`config.mk`:
```
export PLATFORM = sky130hd
export DESIGN_NAME = rom_to_ram_avg2x2
export DESIGN_NICKNAME = d
export VERILOG_FILES = /design/src/rtl/fb_pkg.sv /design/src/rtl/rgb332_avg4.sv /design/src/rtl/rom_to_ram_avg2x2.sv
export SDC_FILE = /design/constraint.sdc
export NUM_CORES = 1
export LEC_CHECK = 0
export ABC_AREA = 1
export BUFFER_PORTS_ARGS = -buffer_cell sky130_fd_sc_hd__buf_2
export CAP_MARGIN = 40
export CORE_ASPECT_RATIO = 1.1
export CORE_UTILIZATION = 35
export CTS_CLUSTER_SIZE = 12
export DETAILED_ROUTE_END_ITERATION = 10
export PLACE_DENSITY_LB_ADDON = 0.2
export SETUP_SLACK_MARGIN = 0.02
export SYNTH_ARGS = -nofsm -noshare
export SYNTH_HDL_FRONTEND = slang
export SYNTH_HIERARCHICAL = 1
export SYNTH_SLANG_ARGS = --single-unit
```
`constraint.sdc`:
```
create_clock -name clk -period 2.8 [get_ports clk]
set_input_delay 0.14 -clock clk [delete_from_list [all_inputs] [get_ports clk]]
set_output_delay 0.14 -clock clk [all_outputs]
set_load 0.02 [all_outputs]
```
`src/rtl/fb_pkg.sv`:
```
// Shared framebuffer definitions: RGB332 field layout, rounding constant,
// fill-stage FSM states and the address width used by ROM, RAM and VGA logic.
// Latency: n/a (definitions only). Backpressure: n/a.
package fb_pkg;

  localparam int ADDR_W = 19;

  // RGB332 layout: R=[7:5], G=[4:2], B=[1:0]
  localparam int R_LSB = 5;
  localparam int R_W   = 3;
  localparam int G_LSB = 2;
  localparam int G_W   = 3;
  localparam int B_LSB = 0;
  localparam int B_W   = 2;

  // Added before the >>2 so a 4-sample average rounds half-up
  localparam int RND = 2;

  typedef enum logic [1:0] {
    IDLE  = 2'd0,
    READ  = 2'd1,
    DRAIN = 2'd2,
    DONE  = 2'd3
  } fsm_state_t;

endpackage

```
`src/rtl/rgb332_avg4.sv`:
```
// Per-channel accumulate/round of four RGB332 samples into one averaged pixel.
// Latency: combinational result on the last sample; sums held in flops between samples.
// Backpressure: none; one sample accepted whenever sample_vld is high.
// Ports: clk/reset, sample_vld + sample (RGB332), clear (first sample of a
//        block), last (fourth sample); pix_vld/pix_dat valid with the last sample.
module rgb332_avg4
  import fb_pkg::*;
(
  input  logic       clk,
  input  logic       reset,
  input  logic       sample_vld,
  input  logic [7:0] sample,
  input  logic       clear,
  input  logic       last,
  output logic       pix_vld,
  output logic [7:0] pix_dat
);

  logic [4:0] r_acc_q, r_acc_d, r_sum, r_rnd;
  logic [4:0] g_acc_q, g_acc_d, g_sum, g_rnd;
  logic [3:0] b_acc_q, b_acc_d, b_sum, b_rnd;

  always_comb begin
    // clear drops the previous block's partial sum so the first sample starts fresh
    r_sum = (clear ? 5'd0 : r_acc_q) + 5'(sample[R_LSB +: R_W]);
    g_sum = (clear ? 5'd0 : g_acc_q) + 5'(sample[G_LSB +: G_W]);
    b_sum = (clear ? 4'd0 : b_acc_q) + 4'(sample[B_LSB +: B_W]);
    // max sums 28/28/12 plus 2 still fit in 5/5/4 bits
    r_rnd = r_sum + 5'(RND);
    g_rnd = g_sum + 5'(RND);
    b_rnd = b_sum + 4'(RND);
    r_acc_d = sample_vld ? r_sum : r_acc_q;
    g_acc_d = sample_vld ? g_sum : g_acc_q;
    b_acc_d = sample_vld ? b_sum : b_acc_q;
    pix_vld = sample_vld & last;
    pix_dat = {r_rnd[4:2], g_rnd[4:2], b_rnd[3:2]};
  end

  always_ff @(posedge clk) begin
    if (reset) begin
      r_acc_q <= '0;
      g_acc_q <= '0;
      b_acc_q <= '0;
    end else begin
      r_acc_q <= r_acc_d;
      g_acc_q <= g_acc_d;
      b_acc_q <= b_acc_d;
    end
  end

endmodule

```
`src/rtl/rom_to_ram_avg2x2.sv`:
```
// Framebuffer fill: reads a full-res RGB332 image from ROM, writes its 2x2 average in raster order.
// Latency: pixel n written at edge 3+ROM_LAT+4n after the start edge; done at 4N+ROM_LAT.
// Backpressure: none; ROM read one address per cycle, RAM write port always accepts.
// Ports: clk, reset (sync, active-high), start (level); rom_addr/rom_data ROM read
//        port; ram_wraddr/ram_data/ram_wren framebuffer write port; busy, done status.
module rom_to_ram_avg2x2
  import fb_pkg::*;
#(
  parameter int SRC_W   = 320,
  parameter int SRC_H   = 240,
  parameter int ROM_LAT = 2,
  parameter int ADDR_W  = fb_pkg::ADDR_W
) (
  input  logic              clk,
  input  logic              reset,
  input  logic              start,
  output logic [ADDR_W-1:0] rom_addr,
  input  logic [7:0]        rom_data,
  output logic [ADDR_W-1:0] ram_wraddr,
  output logic [7:0]        ram_data,
  output logic              ram_wren,
  output logic              busy,
  output logic              done
);

  localparam int DST_W = SRC_W / 2;
  localparam int DST_H = SRC_H / 2;
  localparam int DX_W  = (DST_W > 1) ? $clog2(DST_W) : 1;
  localparam int DY_W  = (DST_H > 1) ? $clog2(DST_H) : 1;

  fsm_state_t               state_q, state_d;
  logic [DX_W-1:0]          dx_q, dx_d;
  logic [DY_W-1:0]          dy_q, dy_d;
  logic [1:0]               ph_q, ph_d;
  logic [ADDR_W-1:0]        b_q, b_d;
  logic [ADDR_W-1:0]        rom_addr_q, rom_addr_d;
  logic [ROM_LAT-1:0]       pv_q, pv_d;
  logic [ROM_LAT-1:0][1:0]  pp_q, pp_d;
  logic [ADDR_W-1:0]        wr_cnt_q, wr_cnt_d;
  logic [ADDR_W-1:0]        ram_wraddr_q, ram_wraddr_d;
  logic [7:0]               ram_data_q, ram_data_d;
  logic                     ram_wren_q, ram_wren_d;
  logic                     busy_q, busy_d;
  logic                     done_q, done_d;

  logic                     accept, issue, row_end, last_smp;
  logic [ADDR_W-1:0]        offs;
  logic                     ret_vld;
  logic [1:0]               ret_ph;
  logic                     pix_vld;
  logic [7:0]               pix_dat;

  // The tail of the valid/phase pipe lines up with the ROM word now on rom_data
  assign ret_vld = pv_q[ROM_LAT-1];
  assign ret_ph  = pp_q[ROM_LAT-1];

  rgb332_avg4 u_avg (
    .clk        (clk),
    .reset      (reset),
    .sample_vld (ret_vld),
    .sample     (rom_data),
    .clear      (ret_ph == 2'd0),
    .last       (ret_ph == 2'd3),
    .pix_vld    (pix_vld),
    .pix_dat    (pix_dat)
  );

  always_comb begin
    state_d      = state_q;
    dx_d         = dx_q;
    dy_d         = dy_q;
    ph_d         = ph_q;
    b_d          = b_q;
    rom_addr_d   = rom_addr_q;
    wr_cnt_d     = wr_cnt_q;
    ram_wraddr_d = ram_wraddr_q;
    ram_data_d   = ram_data_q;
    ram_wren_d   = 1'b0;

    accept   = start && (state_q == IDLE || state_q == DONE);
    issue    = accept || (state_q == READ);
    row_end  = (dx_q == DX_W'(DST_W - 1));
    last_smp = (ph_q == 2'd3) && row_end && (dy_q == DY_W'(DST_H - 1));

    // Sample order within a block: b, b+1, b+SRC_W, b+SRC_W+1
    case (ph_q)
      2'd0:    offs = '0;
      2'd1:    offs = ADDR_W'(1);
      2'd2:    offs = ADDR_W'(SRC_W);
      default: offs = ADDR_W'(SRC_W + 1);
    endcase

    pv_d[0] = issue;
    pp_d[0] = ph_q;
    for (int i = 1; i < ROM_LAT; i++) begin
      pv_d[i] = pv_q[i-1];
      pp_d[i] = pp_q[i-1];
    end

    if (accept) begin
      state_d  = READ;
      wr_cnt_d = '0;
    end

    // Counters always point at the next sample to issue, so the start edge
    // already drives sample 0 onto rom_addr.
    if (issue) begin
      rom_addr_d = b_q + offs;
      ph_d       = ph_q + 2'd1;
      if (ph_q == 2'd3) begin
        if (last_smp) begin
          dx_d    = '0;
          dy_d    = '0;
          b_d     = '0;
          state_d = DRAIN;
        end else if (row_end) begin
          // skip the odd source row already covered by the +SRC_W samples
          dx_d = '0;
          dy_d = dy_q + DY_W'(1);
          b_d  = b_q + ADDR_W'(SRC_W + 2);
        end else begin
          dx_d = dx_q + DX_W'(1);
          b_d  = b_q + ADDR_W'(2);
        end
      end
    end

    if (pix_vld) begin
      ram_wren_d   = 1'b1;
      ram_data_d   = pix_dat;
      ram_wraddr_d = wr_cnt_q;
      wr_cnt_d     = wr_cnt_q + ADDR_W'(1);
    end

    // Final write is on the bus and nothing is left in flight
    if (state_q == DRAIN && ram_wren_q && pv_q == '0) begin
      state_d = DONE;
    end

    busy_d = (state_d == READ) || (state_d == DRAIN);
    done_d = (state_d == DONE);
  end

  always_ff @(posedge clk) begin
    if (reset) begin
      state_q      <= IDLE;
      dx_q         <= '0;
      dy_q         <= '0;
      ph_q         <= '0;
      b_q          <= '0;
      rom_addr_q   <= '0;
      pv_q         <= '0;
      pp_q         <= '0;
      wr_cnt_q     <= '0;
      ram_wraddr_q <= '0;
      ram_data_q   <= '0;
      ram_wren_q   <= 1'b0;
      busy_q       <= 1'b0;
      done_q       <= 1'b0;
    end else begin
      state_q      <= state_d;
      dx_q         <= dx_d;
      dy_q         <= dy_d;
      ph_q         <= ph_d;
      b_q          <= b_d;
      rom_addr_q   <= rom_addr_d;
      pv_q         <= pv_d;
      pp_q         <= pp_d;
      wr_cnt_q     <= wr_cnt_d;
      ram_wraddr_q <= ram_wraddr_d;
      ram_data_q   <= ram_data_d;
      ram_wren_q   <= ram_wren_d;
      busy_q       <= busy_d;
      done_q       <= done_d;
    end
  end

  assign rom_addr   = rom_addr_q;
  assign ram_wraddr = ram_wraddr_q;
  assign ram_data   = ram_data_q;
  assign ram_wren   = ram_wren_q;
  assign busy       = busy_q;
  assign done       = done_q;

endmodule
```
[Word level (Yosys, flattened, before mapping)]
Cells that the tools add are included.
Cells by class
  add/sub/neg operators: 13
  $mul: 0
  div/mod/pow operators: 0
  order comparisons: 0
  equal/unequal tests: 12
  shift operators: 0
  muxes and demuxes: 18
  bitwise logic cells: 1
  reductions and logical operators: 16
Operators by type and width (count)
  19-bit two-way mux: 4
  9-bit case mux with 3 select lines: 1
  19-bit by 1-bit adder with 19-bit output (second input constant): 1
  19-bit adder: 1
  19-bit by 2-bit adder with 19-bit output (second input constant): 1
  19-bit by 9-bit adder with 19-bit output (second input constant): 1
  8-bit two-way mux: 2
  2-bit equality test (second input constant): 7
  7-bit two-way mux: 2
  5-bit by 2-bit adder with 5-bit output (second input constant): 2
  5-bit by 3-bit adder with 5-bit output: 2
  2-bit two-way mux: 5
  5-bit two-way mux: 2
  8-bit by 1-bit adder with 8-bit output (second input constant): 1
  8-bit equality test (second input constant): 1
  2-bit logical NOT: 4
  7-bit by 1-bit adder with 7-bit output (second input constant): 1
  7-bit equality test (second input constant): 1
  2-bit by 1-bit equality test with 1-bit output (second input constant): 3
  1-bit logical AND: 5
  4-bit by 2-bit adder with 4-bit output: 1
  4-bit by 2-bit adder with 4-bit output (second input constant): 1
  4-bit two-way mux: 1
  2-bit nonzero test: 2
  other kinds (6): 8
Storage, ports and cells
  register bits after elaboration: 126
  latch bits: 0
  memory bits (writable): 0
  ROM bits: 0
  bits of input ports: 11
  output and inout bits: 49
  logic and storage cells: 78
  memories kept: 0

[Depth between registers and ports, before layout]
Gate-level depths: netlist of run 1.
  word-level depth: 10
  gate-level depth with buffers: 18
  mapped depth without buffers: 16

[Modules after synthesis]
The synthesis of run 1 kept the hierarchy.
Modules (own cells, without submodules)
  rom_to_ram_avg2x2: instances 1, cells an instance 744, area an instance 5293.8 µm², sequential area each 2222.1 µm²
  rgb332_avg4: instances 1, cells an instance 193, area an instance 1246.2 µm², sequential area each 280.3 µm²

[Worst setup path after synthesis of run 1]
OpenSTA, ideal clock, no wires.
  path kind: reg2reg
  start point: register pp_q, in the netlist ret_ph[1]
  end point: register ram_data_q[1] (netlist: ram_data[1])
  setup time: 0.116 ns
  arrival: 2.005 ns
  data required time: 2.684 ns
  slack: 0.679 ns
  cell stages (with the launch flop): 14
  path buffers: 2
  period minus slack after synthesis: 2.121 ns
  path through: dfxtp_1 -> nor2_1 -> buf_6 -> nor2_1 -> ha_1 -> fa_1 -> xor2_1 -> inv_1 -> ha_1 -> nand3_1 -> nand2_1 -> buf_4 -> nor2_1 -> nor2_1
On the way
  cells in the longest elaborated chain, start to end: 4
  elaborated cells on any way between the ends: 6
  classes of those cells: add/sub: 2; eq/ne: 1; mux: 1; bitwise: 1; reduce/logical: 1
Ends and longest elaborated chain
  start: declaration: line rom_to_ram_avg2x2.sv:38  | logic [ROM_LAT-1:0][1:0] pp_q, pp_d;
  start signal: assignment: line rom_to_ram_avg2x2.sv:168  | pp_q <= pp_d;
  2-bit logical NOT: line rom_to_ram_avg2x2.sv:62  | .clear (ret_ph == 2'd0),
  4-bit two-way mux: line rgb332_avg4.sv:27  | b_sum = (clear ? 4'd0 : b_acc_q) + 4'(sample[B_LSB +: B_W]);
  4-bit by 2-bit adder with 4-bit output: line rgb332_avg4.sv:27
  named net u_avg.b_sum[2]: line rgb332_avg4.sv:21  | logic [3:0] b_acc_q, b_acc_d, b_sum, b_rnd;
  4-bit by 2-bit adder with 4-bit output: line rgb332_avg4.sv:31  | b_rnd = b_sum + 4'(RND);
  named net u_avg.b_rnd[3]: line rgb332_avg4.sv:21
  end signal: assignment: line rom_to_ram_avg2x2.sv:171  | ram_data_q <= ram_data_d;
  end: declaration: line rom_to_ram_avg2x2.sv:41  | logic [7:0] ram_data_q, ram_data_d;
The timed path passes the listed nets, and every way through them passes these cells.
A chain may end at the register's enable or synchronous reset.

[Worst setup path after layout of run 1]
  start point: register ph_q[0]
  end point: register rom_addr_q[16] (netlist: rom_addr[16])
On the way
  cells in the longest elaborated chain, start to end: 3
  elaborated cells on any way between the ends: 5
  classes of those cells: add/sub: 1; eq/ne: 2; mux: 1; reduce/logical: 1
Ends and longest elaborated chain
  start: declaration: line rom_to_ram_avg2x2.sv:34  | logic [1:0] ph_q, ph_d;
  start signal: assignment: line rom_to_ram_avg2x2.sv:164  | ph_q <= ph_d;
  2-bit equality test, or another cell as far along: line rom_to_ram_avg2x2.sv:86  | case (ph_q)
  9-bit case mux with 3 select lines (*): line rom_to_ram_avg2x2.sv:86
  19-bit adder (*): line rom_to_ram_avg2x2.sv:108  | rom_addr_d = b_q + offs;
  end signal: assignment: line rom_to_ram_avg2x2.sv:166  | rom_addr_q <= rom_addr_d;
  end: declaration: line rom_to_ram_avg2x2.sv:36  | logic [ADDR_W-1:0] rom_addr_q, rom_addr_d;
Every way passes the cells marked *; elsewhere a longest branch is shown, timed or not.

==> impl_results.md, run 1 <==
- XOR/XNOR share of the synthesized area: 1.339%
- Vias in the first global route: 5433
- Mux share of post-synthesis cell area: 0%
- Io pins: 60
- Largest family of logic cells by synthesized area: simple AND/OR/NAND/NOR gates
- Hold path depth: 2
- Nets: 1026
- Post-detailed-route wirelength per cell: 12.26 um
- Die area: 19240 um^2
- Clock Skew: 0.007467 ns
- Clk Latency, worst-skew pair: 0.42 ns
- Pwr Density: 607.0 nW/um^2
- Setup slack after layout: 0.5625 ns
- Root Driver: clkbuf_16
- Num CTS Buffers: 17
- Placed inst area: 6979 um^2
- Sinks on Clock Net: 125
- Endpoint class of the critical path: flip-flop
- Max-Slew Margin vs Limit: 48.60%
- Unique masters post-synth: 46
- Tcrit/Tclk final: 79.91%
- Worst hold slack: 0.06736 ns
- Post-synthesis compound-gate area fraction: 12.11%
- Clock-pin slew on the worst setup and hold paths: 0.06 ns
- Hold Startpoint: reset
- Final Total Pwr: 4.625 mW
- Area leader, netlist: dfxtp_1
- Post-detail-place hpwl: 10740 um
- Leakage: 3.527 nW
- Placed cells: 1208
- DRC Markers: 1
- Total number of vias: 5739
- Share of layout cells above drive strength 1: 14.64%
- Final Slew Violations: 0
- Most frequent cell after synthesis: nand2_1
- Required @ worst endpoint: 3.12 ns
- Total grt overflow: 0
- Top post-synthesis cells by area: dfxtp_1, nand2_1, nor2_1, inv_1, ha_1
- H-Tree Depth: 4
- Hold Crit Class: in -> reg
- Area of the mapped netlist: 6540 um^2
- RSZ-0062 raised after global routing: no
- Row Count: 52
- Initial antenna violation count: 0
- Fmax: 446.9 MHz
- Worst-margin pin slew: 0.7699 ns
- Fin crit period: 2.238 ns
- Post-synth EDFFs: 0
- Non-filler cells, final: 1240
- Die Span X: 132.3 um
- Worst-case reg-to-reg path depth: 13
- Drt first pass iters: 7
- Critical path class: reg -> reg
- DRT antenna net count: 0
- ANT cells: 0
- R2r startpoint: ph_q[0]$_SDFFE_PP0N_
- Mapped Nets: 979
- Final setup violating endpoints: 0
- # hold bufs at CTS: 0
- Final Hold Vio Count: 0
- # fillers: 1916
- Core area: 18350 um^2
- Fin Setup TNS: 0 ns
- Drt first-iter violations: 304
- Via/cell ratio: 4.628
- Adder and majority gate portion of the synthesized area: 6.275%
- Initial Utilization: 35.65%
- Top cells by count, synth: nand2_1, nor2_1, dfxtp_1
- Fin util: 41.53%
- Run status: complete, but fails checks
- Max Cap Viol: 0
- Die Y: 145.4 um
- Pin count of the biggest net entering global routing: 49
- Post-CTS resize count: 0
- Post-synthesis register bit count: 125
- Post-synth ARST share: 0%
- Gr usage total: 16.71%
- CTS tree: yes
- Port bufs: 59
- Post-Place Setup Slack: 0.5765 ns
- Max rail drop VDD: 0.5359 mV
- Bufs on Longest Clock Path: 2
- Post-synthesis cell count: 937
- R2R setup slack: 0.56 ns
- Main synth FF type: dfxtp_1
- Arr. time, crit path: 2.56 ns
- Post-CTS Setup Bufs: 0
- Synthesis Warnings: 6
- Critical Path Start Type: flip-flop
- Syn avg cell area: 6.980 um^2
- Violated checks: design-rule violations
- Simple-gate share of the synthesized area: 30.69%
- GP Congestion: 0.8134
- Worst hold path endpoint: b_q[8]$_SDFFE_PP0P_
- Critical Path Fanout Max: 5
- Worst r2r dst: rom_addr[16]$_SDFFE_PP0N_
- Final instance area: 7620 um^2
- Post-synthesis sequential area ratio: 38.26%
- Layout area overhead: 16.51%
- Area share of the leading cell type in the synthesized netlist: 38.26%
- Total Wirelength: 15210 um
- CP startpoint: ph_q[0]$_SDFFE_PP0N_
- First-pass GRT wire length: 25820 um
registers in the layout, summed over array words and instances (netlist names), 4 cells and up:
signal and count:
ram_wraddr 19, rom_addr 19, wr_cnt_q 19, b_q 18, dx_q 8, ram_data 8, dy_q 7, u_avg/g_acc_q 5
u_avg/r_acc_q 5, u_avg/b_acc_q 4
final cells by class:
| class | count | area (um^2) | share of cell area (%) |
|---|---|---|---|
| clock buffer | 21 | 450.4 | 5.911 |
| clock inverter | 11 | 190.2 | 2.496 |
| inverter | 136 | 520.5 | 6.831 |
| multi-input combinational | 637 | 3297 | 43.27 |
| sequential | 125 | 2502 | 32.84 |
| tap | 243 | 304.0 | 3.990 |
| timing repair buffer | 67 | 355.3 | 4.663 |
cells in the final DEF, fill, tap and decap left out, drive strengths merged, types with 2 or more instances in the layout:
cell type	count
a211oi	3
a21oi	66
a22oi	3
buf	67
bufinv	5
clkbuf	21
clkinv	5
dfxtp	125
fa	3
ha	28
inv	136
nand2	205
nand3	67
nand3b	4
nand4	13
nor2	143
nor3	12
nor3b	2
o21ai	65
o21bai	3
or2	2
xor2	9
worst max-delay path by stage:
stage / endpoint / slack [ns] / depth (start not counted)
2_1_floorplan: ram_data[1]$_SDFFE_PP0P_ / 0.68 / 13
6_report: rom_addr[16]$_SDFFE_PP0N_ / 0.56 / 13
3_3_place_gp: rom_addr[16]$_SDFFE_PP0N_ / 0.62 / 13
3_5_place_dp: rom_addr[16]$_SDFFE_PP0N_ / 0.58 / 13
4_1_cts: rom_addr[16]$_SDFFE_PP0N_ / 0.56 / 13
5_1_grt: rom_addr[16]$_SDFFE_PP0N_ / 0.36 / 13
cell families after synthesis:
| group | count (synthesis) |
|---|---|
| AO/OA/AOI/OAI | 147 |
| XOR/XNOR | 10 |
| adder cells (fa/ha/maj) | 31 |
| buffers and inverters | 175 |
| flip-flops | 125 |
| AND/OR/NAND/NOR | 449 |
worst max-delay path, stage by stage, from the launching register on:
cell	delay (ns)
dfxtp_1	0.41
inv_1	0.08
ha_1	0.19
or2_2	0.31
ha_1	0.35
nand2_1	0.06
nand2_1	0.10
nand2_1	0.12
nor2_4	0.16
inv_2	0.05
o21ai_1	0.11
nand3_1	0.08
nand2_1	0.07
inv_1	0.03
per-layer routing:
metal / global-route usage, % / routed length [um] / share of wire (%) / vias up
met1: 19.98 / 7281 / 48 / 2583
met5: 0 / 0 / 0 / -
met4: 6.494 / 241 / 1.6 / 0
li1: - / - / - / 3069
met3: 3.065 / 362 / 2.4 / 17
met2: 29.47 / 7323 / 48 / 70
power by group:
group          leakage, nW  total [mW]  internal, mW  switching [mW]
clock                0.311        2.41          1.60           0.812
combinational         2.20       0.350         0.110           0.240
sequential            1.01        1.86          1.83          0.0278
total                 3.53        4.63          3.54            1.08
No activity file was read; power rests on OpenSTA's default activity.
==> run 2: changes to the inputs <==
--- a/config.mk
+++ b/config.mk
@@ -5,7 +5,7 @@
 export SDC_FILE = /design/constraint.sdc
 export NUM_CORES = 1
 export LEC_CHECK = 0
-export ABC_AREA = 1
+export ABC_AREA = 0
 export BUFFER_PORTS_ARGS = -buffer_cell sky130_fd_sc_hd__buf_2
 export CAP_MARGIN = 40
 export CORE_ASPECT_RATIO = 1.1
==> constraint.sdc (replaced) <==
create_clock -name clk -period 1.9 [get_ports clk]
set_input_delay 0.095 -clock clk [delete_from_list [all_inputs] [get_ports clk]]
set_output_delay 0.095 -clock clk [all_outputs]
set_load 0.02 [all_outputs]
==> impl_results.md, run 2 <==
- Num CTS Buffers: 17 (unchanged)
- Top Usage Layer GRT: met2 (unchanged)
- Post-synth ARST share: 0% (unchanged)
- Post-synth EDFFs: 0 (unchanged)
- Final instance area: 8603 um^2 (was 7620 um^2)
- CP bufs+invs: 1 (was 3)
- Hold Startpoint: rom_data[2] (was reset)
- Run status: complete, but fails checks (unchanged)
- Largest family of logic cells by synthesized area: simple AND/OR/NAND/NOR gates (unchanged)
- Critical Path Fanout Max: 4 (was 5)
- Sw frac: 22.15% (was 23.36%)
- P_int: 5.299 mW (was 3.545 mW)
- Die Y: 142.3 um (was 145.4 um)
- Hold Crit Class: in -> reg (unchanged)
- Gr usage total: 17.76% (was 16.71%)
- Post-detailed-route wirelength per cell: 14.78 um (was 12.26 um)
- Synthesis Warnings: 6 (unchanged)
- Sinks on Clock Net: 125 (unchanged)
- Final Hold Vio Count: 0 (unchanged)
- Clock Skew: 0.007314 ns (was 0.007467 ns)
- Max Cap Viol: 0 (unchanged)
- Root Driver: clkbuf_16 (unchanged)
- Net switching power: 1.508 mW (was 1.080 mW)
- Clock share of power: 51.2% (was 52.2%)
- Layout area overhead: 37.47% (was 16.51%)
- Multi-input gate area: 4043 um^2 (was 3297 um^2)
- Leakage: 3.342 nW (was 3.527 nW)
- Die area: 18420 um^2 (was 19240 um^2)
- Non-filler cells, final: 1068 (was 1240)
- Drt first pass iters: 4 (was 7)
- Post-synthesis register bit count: 125 (unchanged)
- Sequential share of power: 39.9% (was 40.3%)
- Max rail drop VDD: 0.7899 mV (was 0.5359 mV)
- DRT antenna net count: 0 (unchanged)
- Endpoint class of the critical path: flip-flop (unchanged)
- Syn avg cell area: 8.954 um^2 (was 6.980 um^2)
- Worst hold path endpoint: u_avg/g_acc_q[0]$_SDFFE_PP0P_ (was b_q[8]$_SDFFE_PP0P_)
- Violated checks: negative setup slack (was design-rule violations)
- Pin count of the biggest net entering global routing: 47 (was 49)
- Unique masters post-synth: 66 (was 46)
- Post-Place Setup Slack: -0.4336 ns (was 0.5765 ns)
- Share of layout cells above drive strength 1: 34.89% (was 14.64%)
- First-pass GRT wire length: 25760 um (was 25820 um)
- Clk Latency, worst-skew pair: 0.41 ns (was 0.42 ns)
- Max-Slew Margin vs Limit: 70.82% (was 48.60%)
- Critical-path top delay cell: fa_2 (was dfxtp_1)
- Total Wirelength: 15790 um (was 15210 um)
- Bufs on Longest Clock Path: 2 (unchanged)
- Pwr Density: 791.2 nW/um^2 (was 607.0 nW/um^2)
- ANT cells: 0 (unchanged)
- Fin crit period: 2.296 ns (was 2.238 ns)
- Worst r2r dst: ram_data[7]$_SDFFE_PP0P_ (was rom_addr[16]$_SDFFE_PP0N_)
- R2R setup slack: -0.40 ns (was 0.56 ns)
- DRC Markers: 0 (was 1)
- Core area: 17270 um^2 (was 18350 um^2)
- Clock-pin slew on the worst setup and hold paths: 0.05 ns (was 0.06 ns)
- Area leader, netlist: dfxtp_1 (unchanged)
- Critical Path Start Type: flip-flop (unchanged)
- Post-detail-place hpwl: 10420 um (was 10740 um)
- Most common cell after layout, fill and taps aside: dfxtp_1 (was nand2_1)
- Via/cell ratio: 5.125 (was 4.628)
- GP Congestion: 0.7922 (was 0.8134)
- Arr. time, crit path: 2.58 ns (was 2.56 ns)
- Simple-gate share of the synthesized area: 25.05% (was 30.69%)
- Area share of the leading cell type in the synthesized netlist: 39.98% (was 38.26%)
- Tcrit/Tclk final: 120.8% (was 79.91%)
- Worst hold slack: 0.06468 ns (was 0.06736 ns)
- Area of the mapped netlist: 6259 um^2 (was 6540 um^2)
- R2r startpoint: ret_ph[1]$_SDFF_PP0_ (was ph_q[0]$_SDFFE_PP0N_)
- Post-synthesis sequential area ratio: 39.98% (was 38.26%)
- Slowest Stage Delay on Critical Path: 0.45 ns (was 0.41 ns)
- Drt first-iter violations: 278 (was 304)
- # fillers: 1642 (was 1916)
- H-Tree Depth: 4 (unchanged)
- Met2 Use GR: 31.81% (was 29.47%)
- Initial Utilization: 36.25% (was 35.65%)
- Total number of vias: 5474 (was 5739)
- Worst-case reg-to-reg path depth: 10 (was 13)
- Mapped Nets: 741 (was 979)
- Mux share of post-synthesis cell area: 6.477% (was 0%)
- Placed inst area: 7326 um^2 (was 6979 um^2)
- Adder and majority gate portion of the synthesized area: 6.557% (was 6.275%)
- Initial antenna violation count: 0 (unchanged)
- Worst-margin pin slew: 0.4377 ns (was 0.7699 ns)
- Top cells by count, synth: dfxtp_1, nor2_1, nand2_1 (was nand2_1, nor2_1, dfxtp_1)
- # hold bufs at CTS: 0 (unchanged)
- Critical path class: reg -> reg (unchanged)
- Placed cells: 1014 (was 1208)
- Fmax: 435.6 MHz (was 446.9 MHz)
- Required @ worst endpoint: 2.19 ns (was 3.12 ns)
- XOR/XNOR share of the synthesized area: 5.018% (was 1.339%)
- Nets: 864 (was 1026)
- Port bufs: 59 (unchanged)
- RSZ-0062 raised after global routing: yes (was no)
- Die Span X: 129.5 um (was 132.3 um)
- Row Count: 50 (was 52)
- Setup slack after layout: -0.3957 ns (was 0.5625 ns)
- Final Total Pwr: 6.807 mW (was 4.625 mW)
- Vias in the first global route: 5441 (was 5433)
- Post-synthesis compound-gate area fraction: 12.34% (was 12.11%)
- Delay-heaviest family, CP: adder cells (was simple AND/OR/NAND/NOR gates)
- Critical path, cell by cell: nor2_4, nor2b_2, ha_2, inv_2, fa_2, or3b_1, mux2_2, xor2_1, mux2i_1, nor2_1 (was inv_1, ha_1, or2_2, ha_1, nand2_1, nand2_1, nand2_1, nor2_4, inv_2, o21ai_1, nand3_1, nand2_1, inv_1)
- Post-synthesis cell count: 699 (was 937)
- CTS tree: yes (unchanged)
- Io pins: 60 (unchanged)
- Comb pwr share: 8.9% (was 7.6%)
- Most frequent cell after synthesis: dfxtp_1 (was nand2_1)
- Fin util: 49.83% (was 41.53%)
- Seq. cell area: 2516 um^2 (was 2502 um^2)
- Global Route met1 Usage: 20.79% (was 19.98%)
- Final setup violating endpoints: 28 (was 0)
- Main synth FF type: dfxtp_1 (unchanged)
- Final Slew Violations: 0 (unchanged)
- M3 GR Usage: 4.586% (was 3.065%)
- Top post-synthesis cells by area: dfxtp_1, mux2i_1, ha_1, nor2_1, a21oi_1 (was dfxtp_1, nand2_1, nor2_1, inv_1, ha_1)
- Hold path depth: 4 (was 2)
- Commonest cells after routing, fill and taps aside: dfxtp_1, buf_4, nor2_1, buf_2, nand2_1 (was nand2_1, nor2_1, dfxtp_1, inv_1, a21oi_1)
- Fin Setup TNS: -4.386 ns (was 0 ns)
- Total grt overflow: 0 (unchanged)
-- run 2: cell types whose count changed after synthesis, moves of 11 or more --
cell	previous run	this run
nand2_1	192	51
nand2b_1	0	12
a21oi_1	65	46
or3_1	0	11
inv_2	13	0
mux2i_1	0	36
o21ai_1	14	0
nor2b_1	0	20
o21ai_0	50	17
nor2_1	128	69
xor2_1	9	24
inv_1	121	12
or4_1	0	11
nand3_1	64	24
-- run 2: cell type report --
class,instances,share of cell area [%]
Multi-Input combinational cell,515,46.99
Sequential cell,125,29.25
Timing Repair Buffer,151,12.39
Clock buffer,25,5.876
Tap cell,234,3.403
Clock inverter,6,1.513
Inverter,12,0.5817
-- run 2: repair_timing --
item                                    4_1_cts  5_1_grt
resized for setup                            42       56
buffers inserted                             14       11
endpoints found under the setup margin       47       56
cloned                                        1        1
pin swaps                                    27       25
-- run 2: kinds of logic after synthesis --
| group | after synthesis |
|---|---|
| xor+xnor | 35 |
| fa+ha+maj | 31 |
| compound gates | 121 |
| buf+inv | 61 |
| flops | 125 |
| mux | 40 |
| simple gates | 286 |
-- run 2: tightest hold or removal path, cell delays in order --
cell	delay [ns]
buf_2	0.08
ha_2	0.13
mux2i_1	0.06
nor2_1	0.07
-- run 2: metal layers --
layer | vias to the layer above | wire, um
met5 | - | 0
met4 | 0 | 150
met3 | 15 | 505
met2 | 82 | 8087
met1 | 2632 | 7044
li1 | 2745 | -
-- run 2: power groups by stage --
stage	sequential (mW)	combinational [mW]	clock, mW
4_1_cts	2.71	0.563	3.56
5_1_grt	2.72	0.669	3.68
3_5_place_dp	2.76	0.507	0
6_report	2.71	0.608	3.48
2_1_floorplan	2.79	0.307	0
3_3_place_gp	2.76	0.490	0
-- run 2: worst max-delay path by stage --
stage | cells after the start | end | start | slack, ns
2_1_floorplan | 13 | ram_data[7]$_SDFFE_PP0P_ | ret_ph[1]$_SDFF_PP0_ | -0.65
3_3_place_gp | 11 | ram_data[7]$_SDFFE_PP0P_ | ret_ph[1]$_SDFF_PP0_ | -0.40
3_5_place_dp | 11 | ram_data[7]$_SDFFE_PP0P_ | ret_ph[1]$_SDFF_PP0_ | -0.43
4_1_cts | 11 | ram_data[7]$_SDFFE_PP0P_ | ret_ph[1]$_SDFF_PP0_ | -0.44
5_1_grt | 11 | ram_data[7]$_SDFFE_PP0P_ | ret_ph[1]$_SDFF_PP0_ | -0.51
6_report | 10 | ram_data[7]$_SDFFE_PP0P_ | ret_ph[1]$_SDFF_PP0_ | -0.40
